`src/rtl/memsys_ecc_pkg.sv`:
```
// rtl/memsys_ecc_pkg.sv - shared types and SEC-DED helpers for the memsys ECC scrubber
package memsys_ecc_pkg;

    localparam int DEF_CNTW = 16;

    typedef enum logic [2:0] {
        ST_IDLE,
        ST_GAP,
        ST_RD_REQ,
        ST_RD_WAIT,
        ST_EVAL,
        ST_WR_REQ,
        ST_NEXT
    } scrub_state_e;

    // Check-bit width paired with a data width: Hamming bound plus one parity bit.
    function automatic int ecc_cw(input int dw);
        int r;
        r = 1;
        while ((1 << r) < dw + r + 1) r++;
        return r + 1;
    endfunction

    // Column idx of the Hsiao H matrix: the idx-th odd-weight (>=3) value in ascending order.
    function automatic logic [31:0] hsiao_col(input int cw, input int idx);
        int n;
        int w;
        logic [31:0] res;
        n   = 0;
        res = '0;
        for (int v = 1; v < (1 << cw); v++) begin
            w = 0;
            for (int b = 0; b < 32; b++) w += (v >> b) & 1;
            if (w >= 3 && (w % 2) == 1) begin
                if (n == idx) res = v;
                n++;
            end
        end
        return res;
    endfunction

endpackage

```
`src/rtl/sec_ded_hasio_decode.sv`:
```
// rtl/sec_ded_hasio_decode.sv - combinational Hsiao SEC-DED decoder and check-bit regenerator
module sec_ded_hasio_decode
    import memsys_ecc_pkg::*;
#(
    parameter int DW = 11,
    parameter int CW = ecc_cw(DW)
) (
    input  logic [DW-1:0] data,
    input  logic [CW-1:0] chk,
    output logic          sec,
    output logic          ded,
    output logic [DW-1:0] data_corr,
    output logic [CW-1:0] control_new
);

    logic [CW-1:0] h_col [DW];
    logic [CW-1:0] calc;
    logic [CW-1:0] syn;

    for (genvar i = 0; i < DW; i++) begin : g_col
        localparam logic [31:0] COL = hsiao_col(CW, i);
        assign h_col[i] = COL[CW-1:0];
    end

    // Odd-weight syndromes are all single-bit positions; even non-zero ones are double errors.
    always_comb begin
        calc = '0;
        for (int i = 0; i < DW; i++) begin
            if (data[i]) calc = calc ^ h_col[i];
        end
        syn = calc ^ chk;
        sec = (syn != '0) && (^syn);
        ded = (syn != '0) && !(^syn);
        data_corr = data;
        for (int i = 0; i < DW; i++) begin
            if (sec && syn == h_col[i]) data_corr[i] = ~data[i];
        end
        control_new = '0;
        for (int i = 0; i < DW; i++) begin
            if (data_corr[i]) control_new = control_new ^ h_col[i];
        end
    end

endmodule

```
`src/rtl/sec_ded_scrub_ctrl.sv`:
```
// rtl/sec_ded_scrub_ctrl.sv - background SEC-DED scrubber walking one memory bank
module sec_ded_scrub_ctrl
    import memsys_ecc_pkg::*;
#(
    parameter int DW   = 11,
    parameter int CW   = 5,
    parameter int AW   = 8,
    parameter int CNTW = DEF_CNTW
) (
    input  logic            clk,
    input  logic            rst_n,
    input  logic            start,
    input  logic            stop,
    input  logic            cont,
    input  logic            clr_stats,
    input  logic [AW-1:0]   cfg_last_addr,
    input  logic [15:0]     cfg_gap,
    output logic            mem_req,
    output logic            mem_we,
    output logic [AW-1:0]   mem_addr,
    output logic [DW-1:0]   mem_wdata,
    output logic [CW-1:0]   mem_wchk,
    input  logic            mem_gnt,
    input  logic            mem_rvalid,
    input  logic [DW-1:0]   mem_rdata,
    input  logic [CW-1:0]   mem_rchk,
    output logic            busy,
    output logic            done,
    output logic [CNTW-1:0] sec_cnt,
    output logic [CNTW-1:0] ded_cnt,
    output logic            ded_flag,
    output logic [AW-1:0]   ded_addr
);

    scrub_state_e  state;
    logic [AW-1:0] addr;
    logic [15:0]   gap_cnt;
    logic          stop_pend;
    logic [DW-1:0] rd_data;
    logic [CW-1:0] rd_chk;

    logic          dec_sec;
    logic          dec_ded;
    logic [DW-1:0] dec_data;
    logic [CW-1:0] dec_chk;

    sec_ded_hasio_decode #(.DW(DW)) u_decode (
        .data        (rd_data),
        .chk         (rd_chk),
        .sec         (dec_sec),
        .ded         (dec_ded),
        .data_corr   (dec_data),
        .control_new (dec_chk)
    );

    assign mem_addr = addr;
    assign busy     = (state != ST_IDLE);

    always_ff @(posedge clk or negedge rst_n) begin
        if (!rst_n) begin
            state     <= ST_IDLE;
            addr      <= '0;
            gap_cnt   <= '0;
            stop_pend <= 1'b0;
            rd_data   <= '0;
            rd_chk    <= '0;
            mem_req   <= 1'b0;
            mem_we    <= 1'b0;
            mem_wdata <= '0;
            mem_wchk  <= '0;
            done      <= 1'b0;
            sec_cnt   <= '0;
            ded_cnt   <= '0;
            ded_flag  <= 1'b0;
            ded_addr  <= '0;
        end else begin
            done <= 1'b0;
            if (stop && state != ST_IDLE) stop_pend <= 1'b1;

            case (state)
                ST_IDLE: begin
                    stop_pend <= 1'b0;
                    if (start) begin
                        addr    <= '0;
                        gap_cnt <= cfg_gap;
                        state   <= ST_GAP;
                    end
                end
                ST_GAP: begin
                    // Nothing is in flight during the gap, so stop takes effect at once.
                    if (stop) begin
                        stop_pend <= 1'b0;
                        state     <= ST_IDLE;
                    end else if (gap_cnt == '0) begin
                        mem_req <= 1'b1;
                        mem_we  <= 1'b0;
                        state   <= ST_RD_REQ;
                    end else begin
                        gap_cnt <= gap_cnt - 16'd1;
                    end
                end
                ST_RD_REQ: begin
                    if (mem_gnt) begin
                        mem_req <= 1'b0;
                        state   <= ST_RD_WAIT;
                    end
                end
                ST_RD_WAIT: begin
                    if (mem_rvalid) begin
                        rd_data <= mem_rdata;
                        rd_chk  <= mem_rchk;
                        state   <= ST_EVAL;
                    end
                end
                ST_EVAL: begin
                    if (dec_ded) begin
                        if (ded_cnt != '1) ded_cnt <= ded_cnt + CNTW'(1);
                        if (!ded_flag) begin
                            ded_flag <= 1'b1;
                            ded_addr <= addr;
                        end
                        state <= ST_NEXT;
                    end else if (dec_sec) begin
                        if (sec_cnt != '1) sec_cnt <= sec_cnt + CNTW'(1);
                        mem_wdata <= dec_data;
                        mem_wchk  <= dec_chk;
                        mem_req   <= 1'b1;
                        mem_we    <= 1'b1;
                        state     <= ST_WR_REQ;
                    end else begin
                        state <= ST_NEXT;
                    end
                end
                ST_WR_REQ: begin
                    if (mem_gnt) begin
                        mem_req <= 1'b0;
                        mem_we  <= 1'b0;
                        state   <= ST_NEXT;
                    end
                end
                ST_NEXT: begin
                    if (stop_pend || stop) begin
                        stop_pend <= 1'b0;
                        state     <= ST_IDLE;
                    end else if (addr == cfg_last_addr) begin
                        done <= 1'b1;
                        if (cont) begin
                            addr    <= '0;
                            gap_cnt <= cfg_gap;
                            state   <= ST_GAP;
                        end else begin
                            state <= ST_IDLE;
                        end
                    end else begin
                        addr    <= addr + AW'(1);
                        gap_cnt <= cfg_gap;
                        state   <= ST_GAP;
                    end
                end
                default: state <= ST_IDLE;
            endcase

            // Placed last so a clear beats an increment in the same cycle.
            if (clr_stats) begin
                sec_cnt  <= '0;
                ded_cnt  <= '0;
                ded_flag <= 1'b0;
                ded_addr <= '0;
            end
        end
    end

endmodule
```
`config.mk`:
```
export PLATFORM = sky130hd
export DESIGN_NAME = sec_ded_scrub_ctrl
export DESIGN_NICKNAME = d
export VERILOG_FILES = /design/src/rtl/memsys_ecc_pkg.sv /design/src/rtl/sec_ded_hasio_decode.sv /design/src/rtl/sec_ded_scrub_ctrl.sv
export SDC_FILE = /design/constraint.sdc
export NUM_CORES = 1
export LEC_CHECK = 0
export BUFFER_PORTS_ARGS = -buffer_cell sky130_fd_sc_hd__buf_4
export CORE_MARGIN = 2
export CORE_UTILIZATION = 29
export CTS_CLUSTER_SIZE = 28
export DETAILED_ROUTE_END_ITERATION = 8
export GPL_TIMING_DRIVEN = 0
export SYNTH_ARGS = -nofsm -noshare
export SYNTH_HDL_FRONTEND = slang
export SYNTH_SLANG_ARGS = --single-unit
```
`constraint.sdc`:
```
create_clock -name clk -period 4.35 [get_ports clk]
set_input_delay 0.87 -clock clk [delete_from_list [all_inputs] [get_ports clk]]
set_output_delay 0.87 -clock clk [all_outputs]
set_load 0.02 [all_outputs]
```
-- Yosys cells after proc, flatten, opt, wreduce, memory -nomap -nowiden
Cells that the tools add are included.
- output and inout port bits: 69
- word-level logic and storage cells: 218
- bits in registers: 104
- bits of input ports: 48
- muxes and demuxes: 89
- bitwise operators: 33
- reduce and logical (&&, ||, !) cells: 42
- add/subtract/negate cells: 4
- eq/ne operators: 35
- operators with widths (kind ; count):
    two-way mux 16 bit ; 15
    two-way mux 5 bit ; 14
    two-way mux 8 bit ; 8
    inverter 3 bit ; 16
    one-hot mux 16 bit (3 select lines) ; 1
    equality test 5 bit (second input constant) ; 7
    adder 16 x 1 -> 16 bit (second input constant) ; 2
    inequality test 16 bit (second input constant) ; 2
    two-way mux 3 bit ; 10
    two-way mux 1 bit ; 28
    two-way mux 4 bit ; 6
    inequality test 2 bit (second input constant) ; 12
    one-hot mux 3 bit (7 select lines) ; 1
    AND reduction 6 bit ; 3
    zero test 16 bit ; 1
    one-hot mux 8 bit (2 select lines) ; 1
    subtractor 16 x 1 -> 16 bit (second input constant) ; 1
    equality test 5 x 4 -> 1 bit (second input constant) ; 3
    logical AND 1 bit ; 14
    inverter 1 bit ; 12
    nonzero test 2 bit ; 6
    nonzero test 3 bit ; 4
    inverter 5 bit ; 2
    equality test 3 bit (second input constant) ; 3
    21 further kinds ; 31

-- Longest topological paths before layout
Gate-level depths: netlist (run 1).
- word-level depth: 47
- depth in mapped cells: 13
- gate-level depth less buffers: 13

-- Modules after synthesis
Synthesis (run 1) repeated with hierarchy kept, for this count alone.
- cell total of the unflattened synthesis: 656
- area, all modules: 6367.4 um2
- modules (own cells, without submodules) (module ; cells an instance ; instances ; seq. area each (um2) ; area an instance (um2)):
    sec_ded_scrub_ctrl ; 549 ; 1 ; 2602.5 ; 5397.7
    sec_ded_hasio_decode ; 107 ; 1 ; 0.0 ; 969.7

-- Worst setup path before layout (run 1)
OpenSTA, ideal clock, no wires.
- path kind: reg2reg
- start point: register rd_data[10]
- end point: register mem_wchk[3]
- setup time: 76 ps
- path buffers: 0
- period minus slack after synthesis: 3527 ps
- setup slack: 823 ps
- data required time: 4274 ps
- data arrival time: 3451 ps
- cell stages (with the launch flop): 13
- cell sequence: dfrtp_1 xnor3_2 xnor2_2 xor2_1 ha_1 xor2_1 nand3_1 a21oi_1 xnor2_1 xnor3_1 xnor2_1 xnor3_1 o21ai_1
- word-level cells in the longest chain between the ends: 22
- elaborated cells between the ends (all ways): 47
- those cells by class: 7 x eq/ne; 18 x mux; 9 x bitwise; 13 x reduce/logical
- ends and longest elaborated chain (what ; RTL line ; source):
    from (decl) ; sec_ded_scrub_ctrl.sv:39 ; logic [DW-1:0] rd_data;
    from (signal assigned) ; sec_ded_scrub_ctrl.sv:110 ; rd_data <= mem_rdata;
    two-way mux 5 bit ; sec_ded_hasio_decode.sv:29 ; if (data[i]) calc = calc ^ h_col[i];
    XOR 5 bit ; sec_ded_hasio_decode.sv:31 ; syn = calc ^ chk;
    nonzero test 5 bit / parity 5 bit (equally long branches) ; sec_ded_hasio_decode.sv:32, sec_ded_hasio_decode.sv:33 ;
    logical AND 1 bit ; sec_ded_hasio_decode.sv:32 ; sec = (syn != '0) && (^syn);
    logical AND 1 bit ; sec_ded_hasio_decode.sv:36 ; if (sec && syn == h_col[i]) data_corr[i] = ~data[i];
    two-way mux 1 bit ; sec_ded_hasio_decode.sv:36 ;
    two-way mux 4 bit ; sec_ded_hasio_decode.sv:40 ; if (data_corr[i]) control_new = control_new ^ h_col[i];
    inverter 3 bit (no source line) ; - ;
    [6 not listed] ; - ;
    inverter 3 bit (no source line) ; - ;
    two-way mux 5 bit ; sec_ded_hasio_decode.sv:40 ;
    inverter 3 bit (no source line) ; - ;
    two-way mux 5 bit ; sec_ded_hasio_decode.sv:40 ;
    inverter 3 bit (no source line) ; - ;
    two-way mux 5 bit ; sec_ded_hasio_decode.sv:40 ;
    inverter 5 bit (no source line) ; - ;
    two-way mux 5 bit ; sec_ded_hasio_decode.sv:40 ;
    to (signal assigned) ; sec_ded_scrub_ctrl.sv:126 ; mem_wchk <= dec_chk;
    to (decl) ; sec_ded_scrub_ctrl.sv:22 ; output logic [CW-1:0] mem_wchk,
Several ways; a longest one is shown, not always the timed one.
A chain may end at the register's enable or synchronous reset.

-- Final worst setup path (run 1)
- start point: register rd_data[10]
- end point: register ded_cnt[14]
- word-level cells in the longest chain between the ends: 7
- elaborated cells between the ends (all ways): 8
- those cells by class: 1 x mux; 1 x bitwise; 6 x reduce/logical
- ends and longest elaborated chain (what ; RTL line ; source):
    two-way mux 5 bit * ; sec_ded_hasio_decode.sv:29 ;
    XOR 5 bit * ; sec_ded_hasio_decode.sv:31 ;
    parity 5 bit ; sec_ded_hasio_decode.sv:33 ; ded = (syn != '0) && !(^syn);
    zero test 1 bit ; sec_ded_hasio_decode.sv:33 ;
    logical AND 1 bit * ; sec_ded_hasio_decode.sv:33 ;
    nonzero test 2 bit (no source line) * ; - ;
    AND reduction 3 bit (no source line) * ; - ;
    to (signal assigned) ; sec_ded_scrub_ctrl.sv:117 ; if (ded_cnt != '1) ded_cnt <= ded_cnt + CNTW'(1);
    to (decl) ; sec_ded_scrub_ctrl.sv:30 ; output logic [CNTW-1:0] ded_cnt,
Every way passes the cells marked *; elsewhere a longest branch is shown, timed or not.

==> results.toml, run 1 <==
[drt]
drc_errors = 0
via_per_inst = 4.70
dr.pass1.iters = 5
drt_iter0_drc = 237
routed_wl_um = 14900
vias = 4773
avgRoutedWirePerCell_um = 14.7
ant_nets = 0

[timing]
worst_pin_slew_ps = 1060
slew_headroom_pct = 29.1
rsz0062_at_grt = "no"
drv_slew = 0
period_needed_ps = 3960
fmax_mhz = 252
skew_ps = 5.27
hold_viol = 0
fin_setup_tns_ps = 0
fin_crit_sh_pct = 91.1
setup_violations = 0

[critical_path]
worst_path_dominant_cell_family = "XOR/XNOR gates"
end_kind = "register"
required_ps = 4570
cpPeakStageDelay_ps = 520
start_kind = "register"
cpMostUsedCell = "xor2_1"
crit_arrival_ps = 4180
worst-path-buf-inv = 0
crit_type = "register to register"
path_cells = "xnor3_2 > xnor2_2 > xor2_1 > ha_1 > xor2_2 > xor2_1 > o311ai_1 > nor2_2 > o2111ai_1 > nor4_1 > xnor2_1 > nor2_1"
critPathSlowestCell = "xnor3_2"
crit_fanout = 7

[floorplan]
die_area_sq_um = 21400
die_h_um = 146
core_sq_um = 20000
num_io_pins = 117
floorplan.initialDensity_pct = 29.3
die_w_um = 146
num_rows = 52

[power]
leakage_nw = 3.31
peakVddDrop_mv = 0.824
power_mw = 7.30
power.density_nw_per_um2 = 986

[synthesis]
synth_warnings = 0
yosysSeqAreaShare_pct = 44.3
syn_area_sq_um = 5870
ys.flop_type = "dfrtp_1"
ys_seq_elements = 104
ys_types = 53
synth_edf_count = 0
syn_nets = 668
syn_inst = 614
async_flop_share_pct = 100
netlist_top_cells_area = "dfrtp_1 (44%), xnor2_1 (6.4%), nor2_1 (5.1%)"
yosysTopAreaCell = "dfrtp_1"
synth_top_area_share_pct = 44.3
synth.avg_cell_area_sq_um = 9.57

[grt]
antenna_found_initial = 0
grt_pass1_wl_um = 24700
grt_max_degree = 105
track_usage_pct = 14.3
grt_overflow = 0
grt_pass1_vias = 4577

[cells_and_area]
final_core_util_pct = 37.0
stdcell_count = 1015
area_growth_pct = 26.2
nets = 795
antennaDiodeCount = 0
drive_above_1_share_pct = 22.0
design_area_sq_um = 7410

[placement]
dp_hpwl_um = 10900
post-place-cells = 999
port_buffers = 115
place_area_sq_um = 7070
place_congestion = 0.814

[min_path]
min_path_type = "input pin to asynchronous set/reset pin"

[clock_network]
clock-sinks = 104
cts_hold_buffers = 0
post_cts_buffers = 0
ctsLongestPathBuffers = 2
cts_tree = "built"
root_buffer = "clkbuf_16"
ctsResizeCount = 0
clkTransAtPathRegs_ps = 70
ctsHtreeMaxLevel = 3
insertion_delay_ps = 350
numCtsBuffers = 9

[status]
status = "complete, no violations"

[job]
drv_cap = 0
layout by cell type, fill, tap and decap left out, types with 11 or more instances in the layout:
master	synthesis	routed
nor3_1	21	21
o21ai_0	55	55
buf_4	0	114
xnor2_1	43	43
dfrtp_1	104	104
and3_1	11	11
mux2_2	18	18
xor2_1	34	33
clkbuf_1	23	24
nor2_1	80	80
nand2_1	52	52
inv_1	15	15
a21oi_1	29	29
nand3_1	18	18
flip-flops by register name, summed over array words and instances (netlist names), 8 cells and up:
name	flops
ded_addr	8
sec_cnt	16
mem_wdata	11
ded_cnt	16
rd_data	11
mem_addr	8
gap_cnt	16
area by class of cell:
| type | instances | area (sq um) |
|---|---|---|
| plain buffers | 26 | 98.8 |
| clock buffers | 11 | 243 |
| well taps | 270 | 338 |
| repair buffers | 116 | 895 |
| fillers | 2093 | 12600 |
| clock inverters | 4 | 53.8 |
| inverters | 15 | 56.3 |
| flip-flops and latches | 104 | 2600 |
| multi-input cells | 469 | 3120 |
metal layers:
layer | part of all wire (%) | wire length [um] | track usage [%] | vias up
met3 | 5.1 | 762 | 3.78 | 6
met2 | 45 | 6740 | 21.9 | 132
met1 | 49 | 7330 | 20.7 | 2260
li1 | - | - | - | 2375
met5 | 0 | 0 | 0 | -
met4 | 0.51 | 76 | 2.48 | 0
final timing paths:
kind | startpoint | to | slack (ps) | cells after the start
max | rd_data[10]$_DFFE_PN0P_ | ded_cnt[14]$_DFFE_PN0P_ | 390 | 12
min | rst_n | gap_cnt[6]$_DFFE_PN0P_ | 460 | 1
max reg2reg | rd_data[10]$_DFFE_PN0P_ | ded_cnt[14]$_DFFE_PN0P_ | 390 | 12
min reg2reg | mem_wdata[4]$_DFFE_PN0P_ | mem_wdata[4]$_DFFE_PN0P_ | 480 | 2
max in group asynchronous | rst_n | ded_cnt[15]$_DFFE_PN0P_ | 3260 | 2
min in group clk | mem_wdata[4]$_DFFE_PN0P_ | mem_wdata[4]$_DFFE_PN0P_ | 480 | 2
where the power goes:
group	total [mW]	switching [mW]	internal [mW]
Combinational	5.02	2.78	2.25
Sequential	1.44	0.231	1.21
Clock	0.836	0.374	0.462
Total	7.30	3.38	3.92
Yosys cell counts, types with 2 or more instances:
master    count
xor2_1       34
o21ai_0      55
a221oi_1      3
ha_1          6
a21oi_1      29
nand2b_1      7
dfrtp_1     104
and3_1       11
o22ai_1       2
xnor2_1      43
or3_1        10
or4_1         2
o21ai_1       3
xnor2_2       2
o22a_1        2
nor3_1       21
nand2_1      52
or2_2         2
buf_1         2
inv_1        15
clkbuf_1     23
o31ai_1       3
nand3_1      18
mux2i_1       9
a22oi_1       4
xnor3_2       2
nand3b_1      4
a31oi_1       2
nor2_1       80
and4_1        3
mux2_2       18
xnor3_1       7
nand4_1       5
and2_1        5
nor4_1        8
kinds of logic after synthesis:
family          count (synthesis)  share of synthesized area [%]
simple gates                  235                           19.1
flops                         104                           44.3
compound gates                110                           11.1
mux                            27                           4.99
buf+inv                        41                           2.64
fa+ha+maj                       6                           1.28
xor+xnor                       91                           16.6
through the flow:
step / worst slack [ps] / hold WS (ps)
5_1_grt: 26.7 / 485
3_5_place_dp: 293 / 472
2_1_floorplan: 823 / 463
3_3_place_gp: 346 / 467
6_report: 387 / 457
4_1_cts: 284 / 489
Power figures use the tool's default switching activity.
==> run 2, diff against run 1 <==
--- a/config.mk
+++ b/config.mk
@@ -6,11 +6,14 @@
 export NUM_CORES = 1
 export LEC_CHECK = 0
 export BUFFER_PORTS_ARGS = -buffer_cell sky130_fd_sc_hd__buf_4
+export CELL_PAD_IN_SITES_DETAIL_PLACEMENT = 1
+export CELL_PAD_IN_SITES_GLOBAL_PLACEMENT = 2
 export CORE_MARGIN = 2
 export CORE_UTILIZATION = 29
 export CTS_CLUSTER_SIZE = 28
 export DETAILED_ROUTE_END_ITERATION = 8
 export GPL_TIMING_DRIVEN = 0
+export PLACE_DENSITY_LB_ADDON = 0.1
 export SYNTH_ARGS = -nofsm -noshare
 export SYNTH_HDL_FRONTEND = slang
 export SYNTH_SLANG_ARGS = --single-unit
==> results.toml, run 2 (same netlist as run 1, synthesis figures left out) <==
[timing]
fin_crit_sh_pct = 90.3
skew_ps = 10.4
rsz0062_at_grt = "no"
setup_violations = 0
worst_pin_slew_ps = 1120
fmax_mhz = 255
fin_setup_tns_ps = 0
drv_slew = 0
slew_headroom_pct = 25.2
hold_viol = 0
period_needed_ps = 3930

[critical_path]
cpPeakStageDelay_ps = 500
start_kind = "register"
worst-path-buf-inv = 0
crit_arrival_ps = 4200
crit_fanout = 6
rrSetupSlack_ps = 420
timing.rr.start = "rd_data[10]$_DFFE_PN0P_"
critPathSlowestCell = "xor3_2"
cpMostUsedCell = "xnor2_1"
ff2ff_path_depth = 12
required_ps = 4620
path_cells = "xor3_2 > xnor2_1 > xnor2_1 > ha_1 > xor2_2 > nand3_1 > a21oi_1 > xnor2_1 > xnor3_1 > xnor2_1 > xnor3_1 > o21ai_1"
crit_type = "register to register"
end_kind = "register"
worstReg2RegEnd = "mem_wchk[3]$_DFFE_PN0P_"
worst_path_dominant_cell_family = "XOR/XNOR gates"

[power]
power_mw = 7.50
power.density_nw_per_um2 = 1010
leakage_nw = 3.32
peakVddDrop_mv = 0.666

[floorplan]
core_sq_um = 20000
floorplan.initialDensity_pct = 29.3
die_w_um = 146
num_io_pins = 117
die_h_um = 146
die_area_sq_um = 21400
num_rows = 52

[cells_and_area]
nFillCells = 2381
layout.cells.most_common = "buf_4"
most-common-layout-cells = "buf_4 (115), dfrtp_1 (104), nor2_1 (80)"
area_growth_pct = 26.7
antennaDiodeCount = 0
drive_above_1_share_pct = 22.3
reg.largest.list = "ded_cnt (16), gap_cnt (16), sec_cnt (16)"
nets = 795

[grt]
antenna_found_initial = 0
grt_pass1_vias = 5213
grt_max_degree = 57
grt_overflow = 0
track_usage_pct = 16.2
grt_pass1_wl_um = 27700

[clock_network]
ctsHtreeMaxLevel = 3
ctsLongestPathBuffers = 2
clock-sinks = 104
numCtsBuffers = 9
root_buffer = "clkbuf_16"
insertion_delay_ps = 360
clkTransAtPathRegs_ps = 70
cts_hold_buffers = 0
cts_tree = "built"

[min_path]
holdPathStages = 2
min_path_type = "register to register"
hold_start = "mem_wchk[1]$_DFFE_PN0P_"
whs_endpoint = "mem_wchk[1]$_DFFE_PN0P_"

[drt]
ant_nets = 0
drt_iter0_drc = 191
vias = 4906
drc_errors = 0
routed_wl_um = 16700
topRoutingLayerUsed = "met4"
wl_met1_um = 7770
dr.pass1.iters = 4
dr_wl_met2_um = 8060
met3WireLength_um = 713
via_per_inst = 4.83
avgRoutedWirePerCell_um = 16.5

[placement]
port_buffers = 115
place_congestion = 0.779
dp_hpwl_um = 12600

[job]
drv_cap = 0

[status]
status = "complete, no violations"
[run 2: cell types whose count changed in the layout (fill, tap and decap cells not counted)]
cell / change
inv_6: -1
clkinv_2: +1
o2111ai_1: -1
bufinv_16: +1
buf_6: -1
o2111ai_2: +1
buf_4: +1
[run 2: final cells by class]
cell class / count / area [sq um] / share of cell area (%)
buffer: 26 / 98.8 / 1.33
multi-input combinational: 469 / 3130 / 42.1
timing repair buffer: 116 / 891 / 12.0
sequential: 104 / 2600 / 35.0
clock inverter: 5 / 80.1 / 1.08
clock buffer: 11 / 243 / 3.26
inverter: 15 / 56.3 / 0.757
tap: 270 / 338 / 4.54
[run 2: power breakdown]
| part | total, mW | internal [mW] | switching [mW] |
|---|---|---|---|
| sequential | 1.46 | 1.21 | 0.245 |
| clock | 0.894 | 0.520 | 0.374 |
| combinational | 5.15 | 2.25 | 2.90 |
[run 2: layer usage]
metal / GRT usage [%] / vias up
li1: - / 2369
met1: 20.8 / 2435
met2: 27.6 / 89
met3: 3.62 / 13
met4: 4.22 / 0
met5: 0 / -
[run 2: stage by stage]
step | utilization (%) | worst slack (ps) | instance area, sq um | hold slack (ps) | std cells
floorplan | - | 823 | 5870 | 463 | 614
global placement | 35.3 | 271 | 7070 | 476 | 999
detailed placement | 35.4 | 183 | 7100 | 481 | 1000
CTS | 37.1 | 164 | 7420 | 496 | 1016
global route | 37.1 | 112 | 7440 | 526 | 1016
finish | 37.1 | 423 | 7440 | 491 | 1016
[run 2: worst max path at each step]
stage	slack, ps	from	end	cells past startpoint
after CTS	160	rd_data[10]$_DFFE_PN0P_	ded_cnt[10]$_DFFE_PN0P_	12
final	420	rd_data[10]$_DFFE_PN0P_	mem_wchk[3]$_DFFE_PN0P_	12
after detailed placement	180	rd_data[10]$_DFFE_PN0P_	ded_cnt[10]$_DFFE_PN0P_	12
after global placement	270	rd_data[10]$_DFFE_PN0P_	ded_cnt[14]$_DFFE_PN0P_	12
after floorplan	820	rd_data[10]$_DFFE_PN0P_	mem_wchk[3]$_DFFE_PN0P_	12
after global routing	110	rd_data[10]$_DFFE_PN0P_	ded_cnt[14]$_DFFE_PN0P_	12
[run 2: worst reg2reg max path, stage by stage, from the launching register on]
cell,delay [ps]
dfrtp_1,450
xor3_2,500
xnor2_1,350
xnor2_1,120
ha_1,350
xor2_2,300
nand3_1,160
a21oi_1,170
xnor2_1,240
xnor3_1,460
xnor2_1,170
xnor3_1,430
o21ai_1,140
[run 2: what timing repair did]
item | CTS | global route
setup endpoints to repair | 0 | 5
resized for setup | 0 | 2
setup buffers | 0 | 0
==> run 3, diff against run 2 <==
--- a/config.mk
+++ b/config.mk
@@ -14,6 +14,7 @@
 export DETAILED_ROUTE_END_ITERATION = 8
 export GPL_TIMING_DRIVEN = 0
 export PLACE_DENSITY_LB_ADDON = 0.1
+export RECOVER_POWER = 25
 export SYNTH_ARGS = -nofsm -noshare
 export SYNTH_HDL_FRONTEND = slang
 export SYNTH_SLANG_ARGS = --single-unit
==> results.toml, run 3 (same netlist as run 1, synthesis figures left out) <==
[floorplan]
floorplan.initialDensity_pct = 29.3
die_h_um = 146
die_w_um = 146
num_rows = 52
die_area_sq_um = 21400
num_io_pins = 117
core_sq_um = 20000

[clock_network]
ctsResizeCount = 0
ctsHtreeMaxLevel = 3
insertion_delay_ps = 360
post_cts_buffers = 0
cts_hold_buffers = 0
cts_tree = "built"
numCtsBuffers = 9
clkTransAtPathRegs_ps = 70
root_buffer = "clkbuf_16"
clock-sinks = 104
ctsLongestPathBuffers = 2

[timing]
worst_pin_slew_ps = 2870
hold_viol = 0
skew_ps = 10.4
fin_crit_sh_pct = 90.3
setup_slack_ps = 423
fmax_mhz = 255
rsz0062_at_grt = "no"
drv_slew = 49
period_needed_ps = 3930
slew_headroom_pct = -91.1
fin_setup_tns_ps = 0
whs_ps = 491
setup_violations = 0

[status]
violations = "max-capacitance violations, max-slew violations"
status = "complete, but fails checks"

[power]
swShare_pct = 46.9
p_int_mw = 3.98
seqPwrFrac_pct = 19.5
net-switching-power_mw = 3.52
pwr-share-clk_pct = 11.9
p_comb_share_pct = 68.6
power.density_nw_per_um2 = 1010
leakage_nw = 3.32
power_mw = 7.50
peakVddDrop_mv = 0.666

[placement]
port_buffers = 115
place_congestion = 0.779
pre_cts_ws_ps = 183
dp_hpwl_um = 12600

[cells_and_area]
drive_above_1_share_pct = 22.1
antennaDiodeCount = 0
nets = 795
reg.largest.list = "ded_cnt (16), gap_cnt (16), sec_cnt (16)"
area_growth_pct = 26.6
layout.cells.most_common = "buf_4"
most-common-layout-cells = "buf_4 (114), dfrtp_1 (104), nor2_1 (80)"
nFillCells = 2382
final_core_util_pct = 37.1

[min_path]
min_path_type = "register to register"

[critical_path]
critPathSlowestCell = "xor3_2"
path_cells = "xor3_2 > xnor2_1 > xnor2_1 > ha_1 > xor2_2 > nand3_1 > a21oi_1 > xnor2_1 > xnor3_1 > xnor2_1 > xnor3_1 > o21ai_1"
cpPeakStageDelay_ps = 500
crit_arrival_ps = 4200
start_kind = "register"
end_kind = "register"
crit_type = "register to register"
worst-path-buf-inv = 0
worst_path_dominant_cell_family = "XOR/XNOR gates"
required_ps = 4620
cpMostUsedCell = "xnor2_1"
crit_fanout = 6

[drt]
avgRoutedWirePerCell_um = 16.5
dr.pass1.iters = 4
drc_errors = 0
drt_iter0_drc = 191
routed_wl_um = 16700
via_per_inst = 4.83
vias = 4906
ant_nets = 0

[grt]
grt_pass1_vias = 5213
grt_pass1_wl_um = 27700
grt_max_degree = 57
grt_overflow = 0
track_usage_pct = 16.2
antenna_found_initial = 0

[job]
drv_cap = 1
run 3: changes by cell type in the layout (fill, tap and decap cells not counted):
cell,previous run,this run
clkbuf_1,24,25
buf_4,115,114
run 3: final cells by class:
class | count | area [sq um] | area share [%]
plain buffers | 26 | 98.8 | 1.33
clock buffers | 11 | 243 | 3.26
clock inverters | 5 | 80.1 | 1.08
inverters | 15 | 56.3 | 0.757
multi-input cells | 469 | 3130 | 42.1
flip-flops and latches | 104 | 2600 | 35.0
well taps | 270 | 338 | 4.54
repair buffers | 116 | 887 | 11.9
run 3: final timing paths:
check / to / cells past startpoint / from / slack (ps)
min reg2reg: mem_wchk[1]$_DFFE_PN0P_ / 2 / mem_wchk[1]$_DFFE_PN0P_ / 490
min: mem_wchk[1]$_DFFE_PN0P_ / 2 / mem_wchk[1]$_DFFE_PN0P_ / 490
max reg2reg: mem_wchk[3]$_DFFE_PN0P_ / 12 / rd_data[10]$_DFFE_PN0P_ / 420
min in group asynchronous: gap_cnt[6]$_DFFE_PN0P_ / 1 / rst_n / 1430
max in group asynchronous: mem_wchk[1]$_DFFE_PN0P_ / 1 / rst_n / 1270
max: mem_wchk[3]$_DFFE_PN0P_ / 12 / rd_data[10]$_DFFE_PN0P_ / 420
run 3: per-stage QoR:
step	instance area [sq um]	std cells
6_report	7430	1016
5_1_grt	7430	1016
4_1_cts	7420	1016
3_5_place_dp	7100	1000
3_3_place_gp	7070	999
2_1_floorplan	5870	614
run 3: tightest hold or removal path, delay by kind of cell, from the launching register on:
family           cells  cell delay [ps]
flip-flops           1              350
AO/OA/AOI/OAI        1               60
AND/OR/NAND/NOR      1               50
run 3: power groups by stage:
stage	logic, mW	clock network, mW	registers [mW]
after global placement	4.66	0	1.47
after CTS	4.70	0.942	1.46
after floorplan	3.75	0	1.49
final	5.15	0.894	1.46
after global routing	5.40	0.971	1.50
after detailed placement	4.67	0	1.48
run 3: per-layer routing:
layer	global-route usage, %	wire (um)	vias up	share of wire, %
met3	3.62	713	13	4.3
met1	20.8	7770	2435	46
met2	27.6	8060	89	48
met4	4.22	188	0	1.1
li1	-	-	2369	-
met5	0	0	-	0
